[src/rtl/id_stage_pipelined.sv]
// id_stage_pipelined: pipelined decode stage with hazard stall, branch resolve, squash and ID/EX register; FORWARDING_EN limits stalls to load-use
module id_stage_pipelined #(
  parameter int DATA_W     = 32,
  parameter int REG_ADDR_W = 5
) (
  input  logic                  clk,
  input  logic                  rst,
  input  logic [31:0]           instr,
  input  logic                  instr_valid,
  input  logic [DATA_W-1:0]     pc_in,
  output logic [REG_ADDR_W-1:0] rf_raddr1,
  output logic [REG_ADDR_W-1:0] rf_raddr2,
  input  logic [DATA_W-1:0]     rf_rdata1,
  input  logic [DATA_W-1:0]     rf_rdata2,
  input  logic [REG_ADDR_W-1:0] exe_dest,
  input  logic [REG_ADDR_W-1:0] mem_dest,
  input  logic                  exe_wb_en,
  input  logic                  exe_mem_r_en,
  input  logic                  mem_wb_en,
  input  logic                  flush,
  output logic                  stall_if,
  output logic                  br_taken,
  output logic [DATA_W-1:0]     br_target,
  output logic                  ex_valid,
  output logic                  ex_mem_r_en,
  output logic                  ex_mem_w_en,
  output logic                  ex_wb_en,
  output logic [3:0]            ex_cmd,
  output logic [REG_ADDR_W-1:0] ex_dest,
  output logic [REG_ADDR_W-1:0] ex_src1,
  output logic [REG_ADDR_W-1:0] ex_src2,
  output logic [DATA_W-1:0]     ex_val1,
  output logic [DATA_W-1:0]     ex_val2,
  output logic [DATA_W-1:0]     ex_reg2
);
  typedef struct packed {
    logic                  valid;
    logic                  mem_r;
    logic                  mem_w;
    logic                  wb;
    logic [3:0]            cmd;
    logic [REG_ADDR_W-1:0] dest;
    logic [REG_ADDR_W-1:0] src1;
    logic [REG_ADDR_W-1:0] src2;
    logic [DATA_W-1:0]     val1;
    logic [DATA_W-1:0]     val2;
    logic [DATA_W-1:0]     reg2;
  } ex_t;
  logic [5:0]            op;
  logic [REG_ADDR_W-1:0] dest;
  logic [DATA_W-1:0]     sext_imm;
  logic [3:0]            cmd;
  logic reg_op, wb, mem_r, mem_w, imm_sel, use1, use2, sel_dest, is_bez, is_bne, is_jmp;
  logic squash, live, hit1, hit2, hazard, cond;
  ex_t  ex;
  assign op       = instr[31:26];
  assign dest     = instr[21 +: REG_ADDR_W];
  assign sext_imm = {{(DATA_W-16){instr[15]}}, instr[15:0]};
  assign reg_op   = op inside {6'd1, 6'd3, 6'd5, 6'd6, 6'd7, 6'd8, 6'd9, 6'd10, 6'd11, 6'd12};
  // opcode decode; unlisted opcodes fall through as NOP
  always_comb begin
    cmd      = 4'b0000;
    wb       = reg_op;
    use2     = reg_op;
    mem_r    = 1'b0;
    mem_w    = 1'b0;
    imm_sel  = 1'b0;
    sel_dest = 1'b0;
    is_bez   = 1'b0;
    is_bne   = 1'b0;
    is_jmp   = 1'b0;
    case (op)
      6'd3:         cmd = 4'b0010;
      6'd5:         cmd = 4'b0100;
      6'd6:         cmd = 4'b0101;
      6'd7:         cmd = 4'b0110;
      6'd8:         cmd = 4'b0111;
      6'd9, 6'd10:  cmd = 4'b1000;
      6'd11:        cmd = 4'b1001;
      6'd12:        cmd = 4'b1010;
      6'd32:        begin imm_sel = 1'b1; wb = 1'b1; end
      6'd33:        begin cmd = 4'b0010; imm_sel = 1'b1; wb = 1'b1; end
      6'd36:        begin imm_sel = 1'b1; wb = 1'b1; mem_r = 1'b1; end
      6'd37:        begin imm_sel = 1'b1; mem_w = 1'b1; use2 = 1'b1; sel_dest = 1'b1; end
      6'd40:        is_bez = 1'b1;
      6'd41:        begin is_bne = 1'b1; use2 = 1'b1; sel_dest = 1'b1; end
      6'd42:        is_jmp = 1'b1;
      default:      ;
    endcase
    use1 = reg_op | imm_sel | is_bez | is_bne;
  end
  assign rf_raddr1 = instr[16 +: REG_ADDR_W];
  assign rf_raddr2 = sel_dest ? dest : instr[11 +: REG_ADDR_W];
  assign live      = instr_valid & ~squash;
`ifdef FORWARDING_EN
  assign hit1 = (|rf_raddr1) & (rf_raddr1 == exe_dest) & exe_mem_r_en;
  assign hit2 = (|rf_raddr2) & (rf_raddr2 == exe_dest) & exe_mem_r_en;
`else
  assign hit1 = (|rf_raddr1) & (((rf_raddr1 == exe_dest) & exe_wb_en) | ((rf_raddr1 == mem_dest) & mem_wb_en));
  assign hit2 = (|rf_raddr2) & (((rf_raddr2 == exe_dest) & exe_wb_en) | ((rf_raddr2 == mem_dest) & mem_wb_en));
`endif
  assign hazard    = live & ((use1 & hit1) | (use2 & hit2));
  assign stall_if  = hazard & ~flush;
  assign cond      = is_jmp | (is_bez & (rf_rdata1 == '0)) | (is_bne & (rf_rdata1 != rf_rdata2));
  assign br_taken  = live & cond & ~hazard & ~flush;
  assign br_target = pc_in + sext_imm;
  // one-slot branch-shadow kill; held across a stall so the killed slot is the next accepted one
  always_ff @(posedge clk or negedge rst)
    if (!rst) squash <= 1'b0;
    else squash <= flush ? 1'b0 : hazard ? squash : br_taken;
  // ID/EX register: bubble on flush or hazard, otherwise capture the decoded instruction
  always_ff @(posedge clk or negedge rst)
    if (!rst) ex <= '0;
    else if (flush | hazard) ex <= '0;
    else ex <= '{valid: live, mem_r: live & mem_r, mem_w: live & mem_w, wb: live & wb, cmd: cmd,
                 dest: dest, src1: rf_raddr1, src2: rf_raddr2, val1: rf_rdata1,
                 val2: imm_sel ? sext_imm : rf_rdata2, reg2: rf_rdata2};
  assign ex_valid    = ex.valid;
  assign ex_mem_r_en = ex.mem_r;
  assign ex_mem_w_en = ex.mem_w;
  assign ex_wb_en    = ex.wb;
  assign ex_cmd      = ex.cmd;
  assign ex_dest     = ex.dest;
  assign ex_src1     = ex.src1;
  assign ex_src2     = ex.src2;
  assign ex_val1     = ex.val1;
  assign ex_val2     = ex.val2;
  assign ex_reg2     = ex.reg2;
endmodule

[config.mk]
export PLATFORM = sky130hd
export DESIGN_NAME = id_stage_pipelined
export DESIGN_NICKNAME = d
export VERILOG_FILES = /design/src/rtl/id_stage_pipelined.sv
export SDC_FILE = /design/constraint.sdc
export NUM_CORES = 1
export LEC_CHECK = 0
export ABC_AREA = 0
export BUFFER_PORTS_ARGS = -buffer_cell sky130_fd_sc_hd__buf_2
export CORE_ASPECT_RATIO = 2
export CORE_MARGIN = 5
export CORE_UTILIZATION = 30
export DETAILED_ROUTE_END_ITERATION = 16
export GPL_ROUTABILITY_DRIVEN = 0
export GPL_TIMING_DRIVEN = 0
export PLACE_DENSITY_LB_ADDON = 0.1
export SKIP_CTS_REPAIR_TIMING = 1
export SLEW_MARGIN = 30
export SYNTH_ARGS = -nofsm -noshare
export SYNTH_HDL_FRONTEND = slang
export SYNTH_SLANG_ARGS = --single-unit
export TNS_END_PERCENT = 10
[constraint.sdc]
create_clock -name clk -period 7.5 [get_ports clk]
set_input_delay 2.25 -clock clk [delete_from_list [all_inputs] [get_ports clk]]
set_output_delay 2.25 -clock clk [all_outputs]
set_load 0.01 [all_outputs]
* Yosys cells after proc, flatten, opt, wreduce, memory -nomap -nowiden
Cells that the tools add are included.
Word-level totals: register bits after elaboration 120, input port bits 145, output and inout port bits 163
Cells by class: mux-type cells 15, reductions and logical operators 9, bitwise logic cells 31, add/sub/neg operators 1, eq/ne operators 23
Operator list (number):
- $mux W119 | 1
- $eq A6 B6 Y1 const B | 7
- $add A32 B32 Y32 | 1
- $logic_not A32 Y1 | 1
- $mux W32 | 1
- $ne A32 B32 Y1 | 1
- $pmux W4 S8 | 1
- $eq A6 B4 Y1 const B | 5
- $eq A5 B5 Y1 | 4
- $and A1 B1 Y1 | 19
- $eq A6 B3 Y1 const B | 3
- $mux W1 | 11
- $reduce_bool A10 Y1 | 1
- $reduce_or A5 Y1 | 2
- $or A1 B1 Y1 | 9
- $eq A6 B1 Y1 const B | 1
- $eq A6 B2 Y1 const B | 1
- $reduce_or A2 Y1 | 3
- $mux W5 | 1
- $reduce_or A4 Y1 | 1
- $not A1 Y1 | 3
- $reduce_or A3 Y1 | 1
- $ne A2 B2 Y1 const B | 1

* Longest topological paths before layout
word-level depth 16, mapped depth 14, mapped depth without buffers 12

* Worst setup path after synthesis
OpenSTA, ideal clock, no wires.
kind input to output, from in instr[15], to out br_target[28], arrival time 4493 ps, cell stages on the path 10, path buffers 0, required time 5250 ps, setup slack 757 ps, path through ha_1 and2_1 a221oi_1 o21ai_0 nor4b_1 nor3_1 a2111oi_0 o21bai_1 a21oi_1 xnor2_1
Between the ends: cells in the longest elaborated chain, start to end 1
Ends and longest elaborated chain:
- from (decl) | RTL line 8 | input logic [31:0] instr,
- $add A32 B32 Y32 | RTL line 106 | assign br_target = pc_in + sext_imm;
- to (decl) | RTL line 23 | output logic [DATA_W-1:0] br_target,
Every way passes these cells.

* Final worst setup path
Ends and elaborated chain as after synthesis.

==> out/results.ini <==
[cts]
clk_latency_ns=0.42
cts.sinks=120
cts_tree=built
cts_max_level=4
cts_buffer_depth=2
cts-buffers-inserted=17
clk_pin_slew_worst_paths_ns=0.06
cts_root_buffer=clkbuf_16

[synth]
syn_inst=691
ys.flop_type=dfrtp_1
avgSynthCellArea_um2=9.71
synthTopCellsByCount=dfrtp_1 (120), and2_1 (76), a21oi_1 (62)
async_flop_share_pct=100
ys_warn_count=0
ys_ff_latch=120
synth_top_area_share_pct=44.8
yosysTopAreaCell=dfrtp_1
synth_cell_type_count=59
syn-cell-area_um2=6710
synth.most_common_cell=dfrtp_1
synth_edf_count=0
synth_area_leaders=dfrtp_1 (45%), and2_1 (7.1%), xor2_1 (5.9%)
syn_nets=868
yosysSeqAreaShare_pct=44.8

[power_and_ir_drop]
powerDensity_nw_per_um2=215
finalPower_uw=2000
ir_worst_vdd_mv=0.159
power_leakage_uw=0.00474

[drt]
drtPass1Iterations=4
vias_per_cell=4.83
drc=0
drt_iter0_markers=232
postRouteAntennaNets=0
drt-total-wl_mm=25.9
dr_total_vias=6302
wl_per_cell_um=19.9

[worst_setup_path]
cpLargestDelayFamily=compound AO/OA/AOI/OAI gates
start_kind=input port
path_buf_inv=2
cp.arrival_ns=5.08
cp_data_required_time_ns=5.25
path_cells=buf_4 -> ha_4 -> and2_1 -> a221oi_1 -> o21ai_1 -> nor4b_2 -> nor3_2 -> a2111oi_4 -> o21bai_1 -> a21oi_1 -> xnor2_1 -> buf_2
crit_path_top_delay_cell=nor4b_2
cp-end-kind=output port
path_class=in -> out
slowest_delay_ns=0.36
critical_path.max_fanout=20

[die]
io_pins=308
rows=77
die_area_um2=25600
core_um2=22100
initial_utilization_pct=30.4
die_h_um=221
die_width_um=116

[placed_design]
dp_hpwl_mm=21.8
dp.cells=1272
dpl_cell_area_um2=8620
port_buffers=304

[finish]
final_nets=1193
ff_latch_area_um2=3000
synthToLayoutAreaGrowth_pct=38.7
final_cells=1306
drive_gt1_share_pct=35.8
final_area_um2=9310
fill_cells=2292
multi_input_area_um2=3510

[run]
drv_cap=0

[grt]
grt_usage_pct=20.1
grt_pass1_vias=6813
grt_max_degree=77
grt_pass1_wl_mm=38.2
antenna_found_initial=1
grt_overflow=0

[hold_path]
hp-class=reg -> reg

[sta]
setup-violations-final=0
max_slew_margin_pct=59.1
grt_setup_unrepaired=no
tightest_slew_ns=0.609
finalCritPeriodShare_pct=97.7
slew_viol_final=0
finalCriticalPeriod_ns=7.33
clock_skew_ns=0.00286
fmax_mhz=136
hold_violations=0

[status]
status=finished, final reports clean

## placed cells by master, fill, tap and decap left out, types with 4 or more instances in the layout
master,Yosys,layout
ha_1,31,29
nand3_1,11,11
clkbuf_1,19,19
xor2_1,45,45
dfrtp_1,120,120
nor2_1,52,52
buf_4,7,9
a21o_1,10,10
xnor2_1,31,31
inv_1,22,22
o21a_1,4,4
a21oi_1,62,62
nor2b_1,7,7
o211ai_1,6,6
nor4_1,25,25
nand2b_1,9,9
nand4_1,8,8
and2_1,76,76
a31oi_1,5,5
o21ai_0,20,18
nand2_1,48,48
a211o_1,4,4
clkbuf_16,0,17
nor3_1,9,7
buf_2,3,305
and4_1,4,4
clkinvlp_4,0,5
## registers in the layout, indices dropped and copies added, names as in the netlist
signal / cells
ex_cmd: 4
ex_dest: 5
ex_mem_r_en: 1
ex_mem_w_en: 1
ex_reg2: 32
ex_src1: 5
ex_src2: 5
ex_val1: 32
ex_val2: 32
ex_valid: 1
ex_wb_en: 1
squash: 1
## worst min-delay path, cell delays in order (launching register included)
cell and delay [ns]:
dfrtp_1 0.32, nand2b_1 0.31, nor2_1 0.08
## per-stage QoR
stage / hold WS [ns] / setup slack (ns) / utilization, % / setup TNS, ns
2_1_floorplan: 0.626 / 0.757 / - / 0
3_3_place_gp: 0.752 / -0.662 / 38.9 / -1.15
3_5_place_dp: 0.753 / -0.680 / 39.1 / -1.18
4_1_cts: 0.775 / -0.693 / 41.9 / -1.24
5_1_grt: 0.789 / 0.0229 / 42.2 / 0
6_report: 0.756 / 0.169 / 42.2 / 0
## cell families after synthesis
logic type	share of synthesized area, %
AO/OA/AOI/OAI	13.5
flip-flops	44.8
buffers and inverters	3.80
multiplexers	1.03
XOR/XNOR	9.92
adder cells (fa/ha/maj)	6.08
AND/OR/NAND/NOR	20.9
## where the power goes
part / leakage [uW] / internal [uW] / switching, uW
Clock: 0.000288 / 541 / 312
Sequential: 0.00156 / 682 / 9.13
Combinational: 0.00290 / 190 / 268
## metal layers
| metal | track usage, % | vias to the layer above | share of wire, % |
|---|---|---|---|
| met5 | 0 | - | 0 |
| met4 | 7.31 | 0 | 3.2 |
| met3 | 4.43 | 39 | 6.0 |
| met2 | 41.3 | 252 | 59 |
| met1 | 18.0 | 2981 | 31 |
| li1 | - | 3030 | - |
## final cells by class
class                   instances  share of cell area, %
plain buffers                  32                   1.86
clock inverters                13                   1.80
flip-flops and latches        120                   32.3
well taps                     276                   3.71
diodes                          1                 0.0269
inverters                      22                  0.887
repair buffers                306                   16.9
clock buffers                  19                   4.87
multi-input cells             517                   37.7
## final timing paths
check	from	end	slack (ns)	depth (start not counted)
max	instr[15]	br_target[28]	0.17	12
min	squash	ex_valid	0.76	2
max reg2reg	squash	ex_src1[1]	5.58	5
min reg2reg	squash	ex_valid	0.76	2
max in group asynchronous	rst	ex_src1[1]	5.08	2
min in group asynchronous	rst	ex_val1[9]	1.72	1
No activity file was read; power rests on OpenSTA's default activity.
